===== src/rtl/matrix_pkg.sv =====
// Shared definitions for the matrix-multiply datapath: lane count and write-stage FSM states.
package matrix_pkg;

  localparam int unsigned DATA_SIZE = 16;

  typedef enum logic [1:0] {
    IDLE  = 2'd0,
    RUN   = 2'd1,
    DRAIN = 2'd2,
    DONE  = 2'd3
  } state_e;

endpackage


===== src/rtl/line_assembler.sv =====
// Packs results lane by lane into a line and hands closed lines to a one-entry pending buffer.
module line_assembler
  import matrix_pkg::*;
#(
  parameter int unsigned DATA_WIDTH = 32,
  parameter int unsigned LANES      = DATA_SIZE
) (
  input  logic                          clk,
  input  logic                          rst,
  input  logic                          push,
  input  logic [DATA_WIDTH-1:0]         push_data,
  input  logic                          push_row_end,
  input  logic                          take,
  output logic                          pend_valid,
  output logic [LANES*DATA_WIDTH-1:0]   pend_data,
  output logic                          pend_now,
  output logic                          stall_next_c,
  output logic                          empty_c
);

  localparam int unsigned LANE_W = (LANES > 1) ? $clog2(LANES) : 1;
  localparam logic [LANE_W-1:0] LAST_LANE = LANE_W'(LANES - 1);

  typedef logic [LANES-1:0][DATA_WIDTH-1:0] line_t;

  logic [LANE_W-1:0] lane_q, lane_d;
  line_t             asm_q, asm_d;
  logic              closed_q, closed_d;
  logic              held_now_q, held_now_d;
  logic              pv_q, pv_d;
  line_t             pdata_q, pdata_d;
  logic              pnow_q, pnow_d;

  line_t             base_line;
  line_t             ins;
  logic              pend_free;

  always_comb begin
    lane_d     = lane_q;
    asm_d      = asm_q;
    closed_d   = closed_q;
    held_now_d = held_now_q;
    pv_d       = pv_q;
    pdata_d    = pdata_q;
    pnow_d     = pnow_q;
    base_line  = asm_q;
    ins        = asm_q;
    pend_free  = !pv_q;

    if (take) begin
      pv_d = 1'b0;
    end

    // A line held closed in assembly moves over as soon as pending is empty.
    if (closed_q && !pv_q) begin
      pv_d      = 1'b1;
      pdata_d   = asm_q;
      pnow_d    = held_now_q;
      closed_d  = 1'b0;
      asm_d     = '0;
      base_line = '0;
      pend_free = 1'b0;
    end

    if (push) begin
      ins         = base_line;
      ins[lane_q] = push_data;
      if ((lane_q == LAST_LANE) || push_row_end) begin
        lane_d = '0;
        if (pend_free) begin
          pv_d    = 1'b1;
          pdata_d = ins;
          pnow_d  = push_row_end;
          asm_d   = '0;
        end else begin
          closed_d   = 1'b1;
          asm_d      = ins;
          held_now_d = push_row_end;
        end
      end else begin
        lane_d = lane_q + LANE_W'(1);
        asm_d  = ins;
      end
    end
  end

  always_ff @(posedge clk or negedge rst) begin
    if (!rst) begin
      lane_q     <= '0;
      asm_q      <= '0;
      closed_q   <= 1'b0;
      held_now_q <= 1'b0;
      pv_q       <= 1'b0;
      pdata_q    <= '0;
      pnow_q     <= 1'b0;
    end else begin
      lane_q     <= lane_d;
      asm_q      <= asm_d;
      closed_q   <= closed_d;
      held_now_q <= held_now_d;
      pv_q       <= pv_d;
      pdata_q    <= pdata_d;
      pnow_q     <= pnow_d;
    end
  end

  assign pend_valid   = pv_q;
  assign pend_data    = pdata_q;
  assign pend_now     = pnow_q;
  assign stall_next_c = closed_d && pv_d;
  assign empty_c      = (lane_q == '0) && !closed_q && !pv_q;

endmodule


===== src/rtl/result_line_packer.sv =====
// Write stage: packs dot-product results into cache lines, issues CCI writes, counts completions.
module result_line_packer
  import matrix_pkg::*;
#(
  parameter int unsigned ADDR_LMT    = 20,
  parameter int unsigned MDATA       = 14,
  parameter int unsigned CACHE_WIDTH = 512,
  parameter int unsigned DATA_WIDTH  = 32
) (
  input  logic                    clk,
  input  logic                    rst,
  input  logic                    cfg_valid,
  input  logic [ADDR_LMT+3:0]     cfg_base,
  input  logic [ADDR_LMT-1:0]     cfg_row_len,
  input  logic [ADDR_LMT-1:0]     cfg_rows,
  input  logic                    in_valid,
  input  logic [DATA_WIDTH-1:0]   in_data,
  output logic                    in_ready,
  output logic [ADDR_LMT+3:0]     wr_req_addr,
  output logic [MDATA-1:0]        wr_req_mdata,
  output logic [CACHE_WIDTH-1:0]  wr_req_data,
  output logic                    wr_req_en,
  output logic                    wr_req_now,
  output logic                    wr_req_direct,
  input  logic                    wr_req_almostfull,
  input  logic                    wr_rsp_valid,
  input  logic                    wr_rsp_rvalid,
  output logic                    done
);

  localparam int unsigned AW        = ADDR_LMT + 4;
  localparam int unsigned RLW       = ADDR_LMT + 1;
  localparam int unsigned PW        = ADDR_LMT + RLW;
  localparam int unsigned LANES     = CACHE_WIDTH / DATA_WIDTH;
  localparam int unsigned LANE_BITS = $clog2(LANES);

  state_e                 state_q, state_d;
  logic [AW-1:0]          base_q, base_d;
  logic [ADDR_LMT-1:0]    row_len_q, row_len_d;
  logic [ADDR_LMT-1:0]    rows_q, rows_d;
  logic [AW-1:0]          total_q, total_d;
  logic [ADDR_LMT-1:0]    col_q, col_d;
  logic [ADDR_LMT-1:0]    row_q, row_d;
  logic [AW-1:0]          line_cnt_q, line_cnt_d;
  logic [AW-1:0]          rsp_cnt_q, rsp_cnt_d;
  logic [AW-1:0]          addr_q, addr_d;
  logic [MDATA-1:0]       mdata_q, mdata_d;
  logic [CACHE_WIDTH-1:0] data_q, data_d;
  logic                   en_q, en_d;
  logic                   now_q, now_d;
  logic                   in_ready_q, in_ready_d;
  logic                   done_q, done_d;

  logic [RLW-1:0]         lpr_c;
  logic [PW-1:0]          prod_c;
  logic                   push_c;
  logic                   row_end_c;
  logic                   issue_c;
  logic                   pend_valid;
  logic [CACHE_WIDTH-1:0] pend_data;
  logic                   pend_now;
  logic                   stall_next_c;
  logic                   asm_empty_c;

  assign lpr_c     = (RLW'(cfg_row_len) + RLW'(LANES - 1)) >> LANE_BITS;
  assign prod_c    = PW'(cfg_rows) * PW'(lpr_c);
  assign push_c    = in_valid && in_ready_q;
  assign row_end_c = (col_q == (row_len_q - ADDR_LMT'(1)));
  assign issue_c   = pend_valid && !wr_req_almostfull;

  line_assembler #(
    .DATA_WIDTH (DATA_WIDTH),
    .LANES      (LANES)
  ) u_asm (
    .clk          (clk),
    .rst          (rst),
    .push         (push_c),
    .push_data    (in_data),
    .push_row_end (row_end_c),
    .take         (issue_c),
    .pend_valid   (pend_valid),
    .pend_data    (pend_data),
    .pend_now     (pend_now),
    .stall_next_c (stall_next_c),
    .empty_c      (asm_empty_c)
  );

  always_comb begin
    state_d    = state_q;
    base_d     = base_q;
    row_len_d  = row_len_q;
    rows_d     = rows_q;
    total_d    = total_q;
    col_d      = col_q;
    row_d      = row_q;
    line_cnt_d = line_cnt_q;
    rsp_cnt_d  = rsp_cnt_q;
    addr_d     = addr_q;
    mdata_d    = mdata_q;
    data_d     = data_q;
    now_d      = now_q;
    en_d       = 1'b0;

    unique case (state_q)
      IDLE: begin
        if (cfg_valid) begin
          base_d     = cfg_base;
          row_len_d  = cfg_row_len;
          rows_d     = cfg_rows;
          total_d    = AW'(prod_c);
          col_d      = '0;
          row_d      = '0;
          line_cnt_d = '0;
          rsp_cnt_d  = '0;
          state_d    = ((cfg_row_len == '0) || (cfg_rows == '0)) ? DONE : RUN;
        end
      end
      RUN: begin
        if (push_c) begin
          if (row_end_c) begin
            col_d = '0;
            row_d = row_q + ADDR_LMT'(1);
            if (row_q == (rows_q - ADDR_LMT'(1))) begin
              state_d = DRAIN;
            end
          end else begin
            col_d = col_q + ADDR_LMT'(1);
          end
        end
      end
      DRAIN: begin
        if (asm_empty_c && (rsp_cnt_q == total_q)) begin
          state_d = DONE;
        end
      end
      DONE: begin
        state_d = DONE;
      end
      default: begin
        state_d = IDLE;
      end
    endcase

    // Each of valid/rvalid is a separate completion.
    if ((state_q == RUN) || (state_q == DRAIN)) begin
      rsp_cnt_d = rsp_cnt_q + AW'(wr_rsp_valid) + AW'(wr_rsp_rvalid);
    end

    if (issue_c) begin
      en_d       = 1'b1;
      addr_d     = base_q + line_cnt_q;
      data_d     = pend_data;
      now_d      = pend_now;
      mdata_d    = MDATA'(line_cnt_q);
      line_cnt_d = line_cnt_q + AW'(1);
    end
  end

  assign in_ready_d = (state_d == RUN) && !stall_next_c;
  assign done_d     = (state_d == DONE);

  always_ff @(posedge clk or negedge rst) begin
    if (!rst) begin
      state_q    <= IDLE;
      base_q     <= '0;
      row_len_q  <= '0;
      rows_q     <= '0;
      total_q    <= '0;
      col_q      <= '0;
      row_q      <= '0;
      line_cnt_q <= '0;
      rsp_cnt_q  <= '0;
      addr_q     <= '0;
      mdata_q    <= '0;
      data_q     <= '0;
      en_q       <= 1'b0;
      now_q      <= 1'b0;
      in_ready_q <= 1'b0;
      done_q     <= 1'b0;
    end else begin
      state_q    <= state_d;
      base_q     <= base_d;
      row_len_q  <= row_len_d;
      rows_q     <= rows_d;
      total_q    <= total_d;
      col_q      <= col_d;
      row_q      <= row_d;
      line_cnt_q <= line_cnt_d;
      rsp_cnt_q  <= rsp_cnt_d;
      addr_q     <= addr_d;
      mdata_q    <= mdata_d;
      data_q     <= data_d;
      en_q       <= en_d;
      now_q      <= now_d;
      in_ready_q <= in_ready_d;
      done_q     <= done_d;
    end
  end

  assign in_ready      = in_ready_q;
  assign wr_req_addr   = addr_q;
  assign wr_req_mdata  = mdata_q;
  assign wr_req_data   = data_q;
  assign wr_req_en     = en_q;
  assign wr_req_now    = now_q;
  assign wr_req_direct = 1'b0;
  assign done          = done_q;

endmodule

===== config.mk =====
export PLATFORM = sky130hd
export DESIGN_NAME = result_line_packer
export DESIGN_NICKNAME = d
export VERILOG_FILES = /design/src/rtl/matrix_pkg.sv /design/src/rtl/line_assembler.sv /design/src/rtl/result_line_packer.sv
export SDC_FILE = /design/constraint.sdc
export NUM_CORES = 2
export LEC_CHECK = 0
export ABC_CLOCK_PERIOD_IN_PS = 4350
export BUFFER_PORTS_ARGS = -buffer_cell sky130_fd_sc_hd__buf_2
export CORE_ASPECT_RATIO = 0.75
export CORE_UTILIZATION = 50
export DETAILED_ROUTE_END_ITERATION = 8
export GPL_TIMING_DRIVEN = 0
export PLACE_DENSITY = 0.68
export REMOVE_ABC_BUFFERS = 1
export SETUP_SLACK_MARGIN = 0.3
export SYNTH_ARGS = -nofsm -noshare
export SYNTH_HDL_FRONTEND = slang
export SYNTH_SLANG_ARGS = --single-unit

===== constraint.sdc =====
create_clock -name clk -period 4.35 [get_ports clk]
set_input_delay 0.2175 -clock clk [delete_from_list [all_inputs] [get_ports clk]]
set_output_delay 0.2175 -clock clk [all_outputs]
set_load 0.005 [all_outputs]

==> impl_metrics.tcl <==
set metrics [dict create \
    status "complete, but fails checks" \
    failed_checks "hold timing, setup timing" \
    start_util 0.506 \
    r2r-end "u_asm.pend_data[219]" \
    fillers 14400 \
    antenna_found_initial 11 \
    drcViolationCount 0 \
    ant_nets 0 \
    cts-root-buf "clkbuf_16" \
    grt.overflow.total 0 \
    wl_per_cell_um 24.3 \
    drtIter0Drc 8792 \
    synthTopCellsByArea "dfrtp_1, nand2_1, mux2i_1" \
    register_area_mm2 0.0441 \
    pre_cts_slack_ns -4.03 \
    hp-class "in2async" \
    die_w_um 486 \
    fin_util 0.597 \
    fin_worst_skew_ns 0.0560 \
    placed_cell_area_mm2 0.0946 \
    max-slew-margin-rel 0.0282 \
    syn_inst 9737 \
    ys_warn_count 0 \
    crit_path_end "total_q[23]" \
    ios 658 \
    power_mw 74.3 \
    synthArstFlopShare 1.00 \
    crit_type "in2reg" \
    synthFlopType "dfrtp_1" \
    drv_cap 0 \
    io_buffers 656 \
    grt_pass1_vias 74300 \
    core_area_mm2 0.173 \
    dr_total_vias 76000 \
    dp_cells 12100 \
    fin_crit_ns 6.17 \
    gp_congestion 0.864 \
    syn2layout_area_growth_pct 18.0 \
    clock-sinks 1764 \
    yosysUniqueCellTypes 80 \
    vdd_drop_max_mv 0.962 \
    hold_slack_ns -0.0168 \
    dieArea_mm2 0.177 \
    numCtsBuffers 174 \
    synth_area_mm2 0.0877 \
    finalInstanceArea_mm2 0.104 \
    finalCritPeriodShare 1.42 \
    final_cell_mix "nand2_1, dfrtp_1, buf_2, nand3_1, mux2i_1" \
    crit_start "cfg_row_len[5]" \
    critPathCaptureType "register" \
    tns_ns -16.61 \
    slew_viol_final 0 \
    crit_path_start_kind "input port" \
    p_leak_nw 49.8 \
    drt_pass1_iterations 9 \
    max_clock_freq_ghz 0.162 \
    htreeDepth 4 \
    rr_worst_depth 16 \
    final_common_cell "nand2_1" \
    ys_ff_latch 1764 \
    rr_startpoint "row_len_q[0]" \
    grt_util_all_layers 0.336 \
    clk_path_buf_depth 3 \
    critical_path_required_ns 5.01 \
    drive_above_1_share 0.145 \
    grt_pass1_wl_um 456000 \
    fin_cells 12600 \
    synth_top_cell_area_share 0.503 \
    tritoncts "yes" \
    avgSynthCellArea_um2 9.01 \
    hold_viol 1 \
    avgViaCountPerCell 6.03 \
    synth_top_cell_by_area "dfrtp_1" \
    multi_input_area_mm2 0.0404 \
    crit_fanout 5 \
    worstMarginPinSlew_ns 1.45 \
    powerDensity_mw_per_mm2 718 \
    die_y_um 365 \
    insertion_delay_ns 0.83 \
    rows 132 \
    layout.nets 10600 \
    drt-total-wl_um 306000 \
    rrSetupSlack_ns 0.41 \
    setup_slack_ns -1.82 \
    dp_hpwl_um 184000 \
    grt_max_degree 174 \
    critPathArrivalTime_ns 6.83 \
    synth-seq-area-share 0.503 \
    synth-edff-count 0 \
    path_clk_slew_ns 0.06 \
    rsz0062_at_grt "true" \
    setup_violations 16 \
]
-- kinds of logic (layout without fill, tap and decap cells) --
group / count (synthesis) / in the layout / synth area share
adder cells (fa/ha/maj): 298 / 298 / 0.0592
AND/OR/NAND/NOR: 4456 / 4460 / 0.208
flip-flops: 1764 / 1764 / 0.503
buffers and inverters: 1091 / 1671 / 0.0489
other: 1 / 7 / 0.0000428
multiplexers: 523 / 523 / 0.0608
AO/OA/AOI/OAI: 1405 / 1407 / 0.0998
XOR/XNOR: 199 / 199 / 0.0202
-- report_power, final --
group / switching [mW] / leakage [nW] / internal [mW]
combinational: 17.6 / 24.4 / 13.0
sequential: 4.96 / 22.5 / 23.2
clock: 6.84 / 2.89 / 8.68
total: 29.4 / 49.8 / 44.9
-- state kept, by name, summed over array words and instances, names as in the netlist, 2 cells and up --
name	flops
u_asm.asm_q	512
u_asm.pend_data	512
wr_req_data	512
base_q	24
line_cnt_q	24
rsp_cnt_q	24
total_q	24
wr_req_addr	24
col_q	20
row_len_q	20
row_q	20
rows_q	20
wr_req_mdata	14
u_asm.lane_q	4
state_q	2
-- synth_stat cells, types with 5 or more instances --
master / n
o21a_1: 12
xnor2_1: 85
nor3_1: 33
a31oi_1: 12
dfrtp_1: 1764
nor4_1: 28
and3_1: 39
a22o_1: 140
buf_2: 42
buf_1: 21
a21o_1: 14
nand3b_1: 6
a32oi_1: 5
nand2b_1: 17
o31ai_1: 12
or3_1: 7
nand2_1: 3484
o22ai_1: 344
nor2b_1: 16
buf_6: 13
o21ai_0: 459
nor3b_1: 5
mux2i_1: 452
ha_1: 100
a32o_1: 20
a222oi_1: 63
xor2_1: 112
o21ai_1: 120
nor2_1: 139
a21oi_1: 160
inv_1: 354
and2_1: 117
nand4_1: 22
mux2_2: 70
clkbuf_1: 655
fa_1: 196
nand3_1: 523
-- worst max-delay path, cell delays in order --
cell and delay [ns]:
buf_8 0.07, nand4_1 0.10, buf_6 0.15, buf_12 0.13, nor3_4 0.30, nand3_2 0.15
xnor2_2 0.27, buf_8 0.16, nand2_1 0.07, fa_1 0.52, fa_1 0.51, inv_1 0.05
fa_1 0.52, inv_1 0.05, fa_1 0.49, fa_1 0.44, fa_2 0.37, xnor2_2 0.16
xnor2_2 0.15, xnor2_1 0.15, xnor2_1 0.27, xnor3_1 0.31, xnor2_2 0.19, xnor3_1 0.27
xnor2_2 0.20, xor2_2 0.29, xnor2_1 0.17, o21ai_1 0.07
-- layer usage --
| metal | global-route usage | part of all wire |
|---|---|---|
| met1 | 0.452 | 0.40 |
| met2 | 0.499 | 0.44 |
| met3 | 0.0726 | 0.097 |
| met4 | 0.204 | 0.067 |
| met5 | 0 | 0.000085 |
-- final cells by class --
cell class              instances  share of cell area
diodes                          6            0.000145
clock buffers                 261              0.0502
clock inverters                61             0.00639
inverters                     355              0.0130
multi-input cells            6888               0.390
flip-flops and latches       1764               0.426
well taps                    2278              0.0275
repair buffers                994              0.0862
-- worst min-delay path by stage --
stage	startpoint	endpoint	cells past startpoint
after floorplan	rst	base_q[0]	0
after global placement	u_asm.pend_data[484]	wr_req_data[484]	2
after detailed placement	rst	wr_req_data[190]	1
after CTS	cfg_rows[7]	rows_q[7]	2
after global routing	cfg_rows[7]	rows_q[7]	2
final	rst	wr_req_data[190]	2
-- timing repair --
action	in CTS	in global routing
hold buffers	62	0
pin swaps	80	44
setup endpoints to repair	1081	527
resized for setup	170	77
hold endpoints to repair	214	0
cloned	11	12
setup buffers	77	32
Note: power is estimated with default switching activity, not from simulation.
